### config.mk
export PLATFORM = sky130hd
export DESIGN_NAME = mant_div_seq
export DESIGN_NICKNAME = d
export VERILOG_FILES = /design/src/rtl/mant_div_seq.sv
export SDC_FILE = /design/constraint.sdc
export NUM_CORES = 1
export LEC_CHECK = 0
export CORE_ASPECT_RATIO = 1.1
export CORE_MARGIN = 2
export CORE_UTILIZATION = 44
export DETAILED_ROUTE_END_ITERATION = 16
export PLACE_DENSITY = 0.71
export SYNTH_ARGS = -nofsm -noshare
export SYNTH_HDL_FRONTEND = slang
export SYNTH_SLANG_ARGS = --single-unit
### constraint.sdc
create_clock -name CLK -period 2.7 [get_ports CLK]
set_input_delay 0.405 -clock CLK [delete_from_list [all_inputs] [get_ports CLK]]
set_output_delay 0.405 -clock CLK [all_outputs]
set_load 0.05 [all_outputs]
### src/rtl/mant_div_seq.sv
// Sequential radix-2 restoring mantissa divider, one quotient bit per clock.
// Optional build macro MANT_DIV_EARLY_TERM_EN: stop as soon as the remainder reaches zero.
module mant_div_seq #(
  parameter int MW = 24,
  parameter int QW = MW + 2
) (
  input  logic          CLK,
  input  logic          RST,
  input  logic          START,
  input  logic [MW-1:0] X,
  input  logic [MW-1:0] Y,
  output logic          BUSY,
  output logic          OUT_VALID,
  input  logic          OUT_READY,
  output logic [QW-1:0] Q_OUT,
  output logic          STICKY,
  output logic          DZ
);

  localparam int CW = $clog2(QW);
  localparam logic [CW-1:0] CNT_LAST = CW'(QW - 1);

  typedef enum logic [1:0] {
    S_IDLE,
    S_CALC,
    S_HOLD
  } state_t;

  state_t        state_q, state_d;
  logic [MW:0]   r_q, r_d;
  logic [MW-1:0] d_q, d_d;
  logic [QW-1:0] q_q, q_d;
  logic [CW-1:0] cnt_q, cnt_d;
  logic          sticky_q, sticky_d;
  logic          dz_q, dz_d;

  logic          ge;
  logic [MW:0]   diff;
  logic [MW:0]   r_step;
  logic [QW-1:0] q_step;

  // R < 2D always holds, so the bit shifted out of r_step is always zero.
  assign ge     = (r_q >= {1'b0, d_q});
  assign diff   = ge ? (r_q - {1'b0, d_q}) : r_q;
  assign r_step = diff << 1;
  assign q_step = {q_q[QW-2:0], ge};

  always_comb begin
    state_d  = state_q;
    r_d      = r_q;
    d_d      = d_q;
    q_d      = q_q;
    cnt_d    = cnt_q;
    sticky_d = sticky_q;
    dz_d     = dz_q;
    case (state_q)
      S_IDLE: begin
        if (START) begin
          if (Y[MW-1]) begin
            r_d     = {1'b0, X};
            d_d     = Y;
            q_d     = '0;
            cnt_d   = CNT_LAST;
            dz_d    = 1'b0;
            state_d = S_CALC;
          end else begin
            q_d      = '1;
            sticky_d = 1'b0;
            dz_d     = 1'b1;
            state_d  = S_HOLD;
          end
        end
      end
      S_CALC: begin
        r_d   = r_step;
        q_d   = q_step;
        cnt_d = cnt_q - CW'(1);
        if (cnt_q == '0) begin
          state_d  = S_HOLD;
          sticky_d = (r_step != '0);
        end
`ifdef MANT_DIV_EARLY_TERM_EN
        else if (r_step == '0) begin
          // Remaining quotient bits are all zero; left-align what was produced.
          state_d  = S_HOLD;
          q_d      = q_step << cnt_q;
          sticky_d = 1'b0;
        end
`endif
      end
      S_HOLD: begin
        if (OUT_READY) begin
          state_d = S_IDLE;
        end
      end
      default: begin
        state_d = S_IDLE;
      end
    endcase
  end

  always_ff @(posedge CLK) begin
    if (RST) begin
      state_q  <= S_IDLE;
      r_q      <= '0;
      d_q      <= '0;
      q_q      <= '0;
      cnt_q    <= '0;
      sticky_q <= 1'b0;
      dz_q     <= 1'b0;
    end else begin
      state_q  <= state_d;
      r_q      <= r_d;
      d_q      <= d_d;
      q_q      <= q_d;
      cnt_q    <= cnt_d;
      sticky_q <= sticky_d;
      dz_q     <= dz_d;
    end
  end

  assign BUSY      = (state_q == S_CALC) || (state_q == S_HOLD);
  assign OUT_VALID = (state_q == S_HOLD);
  assign Q_OUT     = q_q;
  assign STICKY    = sticky_q;
  assign DZ        = dz_q;

endmodule

==> impl_metrics.csv, run 1 <==
group,metric,value,unit
timing,max_freq,324,MHz
floorplan,fp.dieH,115,microns
power,power_density,1210,nW/um^2
floorplan,start_util,45.2,%
synthesis,syn_inst,632,
synthesis,synth_most_common_cell,"dfxtp_1",
power,leakage,3.10,nW
setup_path,cp_cell_sequence,"ha_4, inv_2, fa_2, a21o_1, a221oi_4, o31ai_4, o2111ai_2, a21oi_2, o41ai_2, xor2_1, o211ai_1, a2111oi_2, a31oi_1",
setup_path,worstReg2RegEnd,"STICKY",
timing,holdWs,457,ps
place,place_hpwl,11.1,mm
route,viasPerCell,5.69,
cts,cts_sinks,84,
setup_path,start_kind,"register",
setup_path,critical_path.max_fanout,3,
cts,clk_pin_slew,70,ps
layout,diodes,0,
floorplan,fp-row-count,40,
setup_path,worst-r2r-cell-count,13,
cts,root_buffer,"clkbuf_16",
worst_hold_path,holdPathStages,2,
timing,relSlewSlack,56.3,%
route,routedWlPerCell,17.0,microns
timing,setup_viol,19,
route,vias,5505,
timing,layout_setup_ws,-387,ps
synthesis,synth_edf_count,0,
setup_path,max_stage_delay,380,ps
route,route.detailed.drc,0,
synthesis,ys_seq_area_share,34.1,%
synthesis,yosysWarnings,0,
floorplan,ioPinCount,82,
synthesis,async_flop_share,0,%
power,ir_drop,0.693,mV
timing,max_slew.worst_pin.slew,655,ps
place,placedCellCount,923,
global_route,overflow,0,
route,drt_pass1_iterations,7,
synthesis,netlist.area_leader.share,34.1,%
layout,nets,897,
route,wl,16.4,mm
timing,final_hold_viol_count,0,
cts,cts_buffers,9,
global_route,antenna_found_initial,0,
timing,min_period,3090,ps
layout,finalNonFillerCells,967,
setup_path,end_kind,"register",
cts,cts_tree,"yes",
floorplan,die_area,12100,sq um
global_route,grt_pass1_vias,5424,
global_route,grt_max_degree,35,
layout,final_core_util,69.4,%
setup_path,crit_buf_inv,1,
global_route,track_usage,26.9,%
floorplan,core,10900,sq um
setup_path,required,2930,ps
place,place_congestion,0.921,
synthesis,synth_cell_types,64,
power,power,0.00913,W
timing,drv_slew,0,
worst_hold_path,hold_start,"d_q[8]",
setup_path,rr_startpoint,"d_q[0]",
layout,drive_above_1_share,30.0,%
timing,rsz0062_at_grt,"true",
place,io_buffers,81,
timing,fin_crit_sh,114,%
synthesis,synth_area_per_cell,7.80,sq um
timing,fin_worst_skew,10.1,ps
global_route,grt_pass1_wl,26.2,mm
worst_hold_path,hold_class,"register to register",
setup_path,cpMaxStageDelayCell,"dfxtp_1",
cts,clockBufferDepth,2,
synthesis,ys_seq_elements,84,
setup_path,cp_top_family,"compound AO/OA/AOI/OAI gates",
cts,ctsHtreeMaxLevel,3,
synthesis,synthesis.area,4930,sq um
route,drt_iter0_markers,357,
layout,area_growth,53.7,%
outcome,outcome,"finished with violations",
place,place_area,6510,sq um
cts,clock_latency,360,ps
floorplan,dieWidth,105,microns
setup_path,cp.arrival,3320,ps
synthesis,synth_top_cell_by_area,"dfxtp_1",
setup_path,worst-setup-path-type,"register to register",
setup_path,r2r_slack,-390,ps
run,max_cap_violations,0,
layout,stdcell_area,7580,sq um
route,ant_nets,0,
synthesis,ys_top_cells_by_count,"dfxtp_1, a21oi_1, nor2_1, nand2_1, nor3_1",
synthesis,ys.flop_type,"dfxtp_1",
synthesis,syn-num-nets,714,
synthesis,synthTopCellsByArea,"dfxtp_1, a21oi_1, ha_1",
outcome,violations,"setup timing",
worst_hold_path,min_to,"d_q[8]",
[worst max-delay path by stage]
stage	from	end	slack, ps	cells past startpoint
2_1_floorplan	r_q[0]	STICKY	-50	14
3_3_place_gp	d_q[10]	STICKY	-300	12
3_5_place_dp	r_q[0]	STICKY	-320	14
4_1_cts	r_q[0]	STICKY	-290	14
5_1_grt	r_q[0]	STICKY	-460	14
6_report	d_q[0]	STICKY	-390	13
[flip-flops by register name, summed over array words and instances, names as in the netlist]
| register | flops |
|---|---|
| STICKY | 1 |
| cnt_q | 5 |
| state_q | 2 |
| Q_OUT | 26 |
| d_q | 24 |
| r_q | 25 |
| DZ | 1 |
[power by group]
part / switching (W) / total [W] / internal, W / leakage, nW
sequential: 0.000201 / 0.00169 / 0.00149 / 0.693
clock: 0.000584 / 0.00125 / 0.000669 / 0.143
combinational: 0.00325 / 0.00619 / 0.00294 / 2.27
[cell type report]
| type | instances | area (sq um) |
|---|---|---|
| tap | 147 | 184 |
| fill | 890 | 3330 |
| clock buffer | 10 | 239 |
| timing repair buffer | 211 | 1810 |
| multi-input combinational | 471 | 3450 |
| inverter | 38 | 143 |
| sequential | 84 | 1690 |
| clock inverter | 6 | 56.3 |
[routing by layer]
layer  vias to the layer above  global-route usage (%)  routed length, microns
met2                       216                    48.8                    8290
met4                         0                    12.6                     626
met1                      2632                    31.6                    6620
met5                         -                       0                       0
li1                       2602                       -                       -
met3                        55                    3.80                     887
[stage by stage]
stage	setup TNS, ps	worst slack, ps
after floorplan	-47.5	-47.5
after global placement	-3950	-304
after detailed placement	-4340	-324
after CTS	-818	-294
after global routing	-6580	-459
final	-2910	-387
[what timing repair did]
item | in CTS | in global routing
setup endpoints to repair | 25 | 24
hold buffers | 0 | 0
resized for setup | 63 | 33
pin swaps | 24 | 26
buffers inserted | 18 | 12
[worst min-delay path, stage by stage, from the launching register on]
cell	delay, ps
dfxtp_1	310
nand2_1	50
a21oi_1	50
[layout by cell type (no fill, tap or decap), types with 5 or more instances in the layout]
| cell type | n |
|---|---|
| inv_1 | 33 |
| a21o_1 | 5 |
| dfxtp_1 | 75 |
| ha_4 | 18 |
| nor2_1 | 76 |
| o21ai_0 | 15 |
| nand2_1 | 72 |
| nand2b_1 | 5 |
| ha_1 | 11 |
| o211ai_1 | 5 |
| dfxtp_2 | 9 |
| clkdlybuf4s50_1 | 80 |
| clkbuf_16 | 9 |
| a21oi_1 | 77 |
| xor2_1 | 9 |
| a21oi_2 | 6 |
| inv_2 | 5 |
| a222oi_1 | 17 |
| nor3_1 | 35 |
| xnor2_1 | 11 |
| buf_4 | 125 |
| mux2_2 | 9 |
[cells by family (layout without fill, tap and decap cells)]
| logic type | Yosys count | count (layout) | share of synthesized area [%] |
|---|---|---|---|
| compound gates | 169 | 169 | 22.3 |
| xor+xnor | 23 | 23 | 4.09 |
| fa+ha+maj | 30 | 30 | 7.77 |
| buf+inv | 77 | 265 | 6.88 |
| flops | 84 | 84 | 34.1 |
| mux | 17 | 17 | 3.76 |
| simple gates | 232 | 232 | 21.1 |
(Power assumes the default switching activity.)
==> run 2: changes to the inputs <==
--- a/config.mk
+++ b/config.mk
@@ -13,3 +13,4 @@
 export SYNTH_ARGS = -nofsm -noshare
 export SYNTH_HDL_FRONTEND = slang
 export SYNTH_SLANG_ARGS = --single-unit
+export TNS_END_PERCENT = 10
==> run 2 against run 1 <==
- the run still ends with setup timing left
- die area is the same
- global-route usage is essentially flat
- cell area shrank 2.9%
- final cell count shrank 1.3%
- clock power is essentially flat
- clock-buffer cell count is the same
- sequential power is essentially flat
- flip-flop and latch count is the same
- power shrank 5.0%
- clock skew is essentially flat
- critical path type unchanged
==> impl_metrics.csv, run 2 (same netlist as run 1, synthesis figures left out) <==
group,metric,value,unit
setup_path,crit_buf_inv,1,
global_route,grt_max_degree,35,
global_route,antenna_found_initial,0,
timing,max_freq,328,MHz
setup_path,cp.arrival,3270,ps
floorplan,die_area,12100,sq um
layout,nets,884,
layout,final_common_cell,"buf_4",
place,place_area,6510,sq um
layout,diodes,0,
place,place_hpwl,11.1,mm
cts,clock_latency,350,ps
layout,final_cell_mix,"buf_4, a21oi_1, clkdlybuf4s50_1, nor2_1, dfxtp_1",
timing,layout_setup_ws,-348,ps
timing,setup_viol,10,
floorplan,dieWidth,105,microns
setup_path,rr_startpoint,"d_q[0]",
setup_path,start_kind,"register",
route,ant_nets,0,
setup_path,critical_path.max_fanout,3,
timing,drv_slew,0,
place,io_buffers,81,
setup_path,worst-setup-path-type,"register to register",
floorplan,core,10900,sq um
layout,area_growth,49.3,%
power,comb_power_share,66.3,%
layout,drive_above_1_share,27.4,%
power,switching_power,0.00385,W
layout,seqCellArea,1690,sq um
timing,final_hold_viol_count,0,
cts,cts_sinks,84,
global_route,track_usage,26.9,%
layout,stdcell_area,7360,sq um
timing,holdWs,456,ps
timing,relSlewSlack,57.1,%
floorplan,start_util,45.2,%
floorplan,fp-row-count,40,
place,placedCellCount,923,
layout,multi_input_area,3330,sq um
setup_path,crit_start,"d_q[0]",
outcome,violations,"setup timing",
global_route,grt_pass1_vias,5399,
layout,finalNonFillerCells,954,
power,leakage,3.02,nW
cts,clockBufferDepth,2,
layout,largest_reg_flops,26,
power,ir_drop,0.692,mV
floorplan,fp.dieH,115,microns
setup_path,cp_cell_sequence,"ha_4, inv_2, fa_2, a21o_1, a221oi_4, o31ai_4, o2111ai_2, a21oi_1, o41ai_2, xor2_1, o211ai_1, a2111oi_2, a31oi_1",
power,internal-power,0.00482,W
power,swShare,44.4,%
setup_path,required,2920,ps
power,power.share.clock,14.3,%
setup_path,max_stage_delay,370,ps
setup_path,cpMaxStageDelayCell,"dfxtp_1",
timing,max_slew.worst_pin.slew,643,ps
power,pwr-share-seq,19.4,%
outcome,outcome,"finished with violations",
worst_hold_path,hold_class,"register to register",
run,max_cap_violations,0,
route,routedWlPerCell,16.7,microns
cts,cts_tree,"yes",
cts,ctsHtreeMaxLevel,3,
route,drt_iter0_markers,302,
route,vias,5370,
place,place_congestion,0.921,
route,wl,15.9,mm
global_route,grt_pass1_wl,26.2,mm
timing,fin_crit_sh,113,%
layout,fillers,929,
floorplan,ioPinCount,82,
worst_hold_path,hold_start,"d_q[8]",
cts,root_buffer,"clkbuf_16",
layout,final_core_util,67.5,%
global_route,overflow,0,
route,route.detailed.drc,0,
power,power_density,1180,nW/um^2
cts,clk_pin_slew,70,ps
route,viasPerCell,5.63,
timing,rsz0062_at_grt,"true",
setup_path,end_kind,"register",
cts,cts_buffers,9,
setup_path,cp_top_family,"compound AO/OA/AOI/OAI gates",
timing,fin_worst_skew,9.90,ps
timing,min_period,3050,ps
route,drt_pass1_iterations,7,
power,power,0.00867,W
-- run 2: cell types whose count changed in the layout (fill, tap and decap cells not counted), sizes merged --
cell	change
buf	-13
-- run 2: path summary, 6_finish.rpt --
kind	to	slack, ps	cells past startpoint
max	STICKY	-350	13
min	d_q[8]	460	2
max reg2reg	STICKY	-350	13
min reg2reg	d_q[8]	460	2
-- run 2: area by class of cell --
cell class | count | area share [%]
inverter | 38 | 1.94
clock inverter | 6 | 0.765
tap | 147 | 2.50
timing repair buffer | 198 | 23.3
multi-input combinational | 471 | 45.3
sequential | 84 | 23.0
clock buffer | 10 | 3.25
-- run 2: repair_timing --
action | CTS | global route
resized for setup | 60 | 18
pin swaps | 19 | 13
setup endpoints to repair | 25 | 24
hold buffers | 0 | 0
buffers inserted | 14 | 2
-- run 2: per-layer routing --
layer / vias up / global-route usage [%] / part of all wire (%)
li1: 2580 / - / -
met1: 2581 / 31.5 / 41
met2: 170 / 48.4 / 51
met3: 39 / 3.97 / 4.4
met4: 0 / 13.4 / 3.2
met5: - / 0 / 0
-- run 2: worst reg2reg max path: cells and delay by family, from the launching register on --
family | cells | cell delay [ps]
xor+xnor | 1 | 230
fa+ha+maj | 2 | 480
compound gates | 9 | 1800
buf+inv | 1 | 30
flops | 1 | 370
-- run 2: power by group through the flow --
stage | registers (W) | clock network [W] | logic (W)
floorplan | 0.00208 | 0 | 0.00280
global placement | 0.00168 | 0 | 0.00485
detailed placement | 0.00168 | 0 | 0.00490
CTS | 0.00168 | 0.00126 | 0.00551
global route | 0.00171 | 0.00132 | 0.00614
finish | 0.00168 | 0.00124 | 0.00575
-- run 2: stage by stage --
stage,setup TNS [ps],setup slack [ps]
after CTS,-815,-294
after global placement,-3950,-304
after global routing,-3760,-466
after floorplan,-47.5,-47.5
final,-1290,-348
after detailed placement,-4340,-324
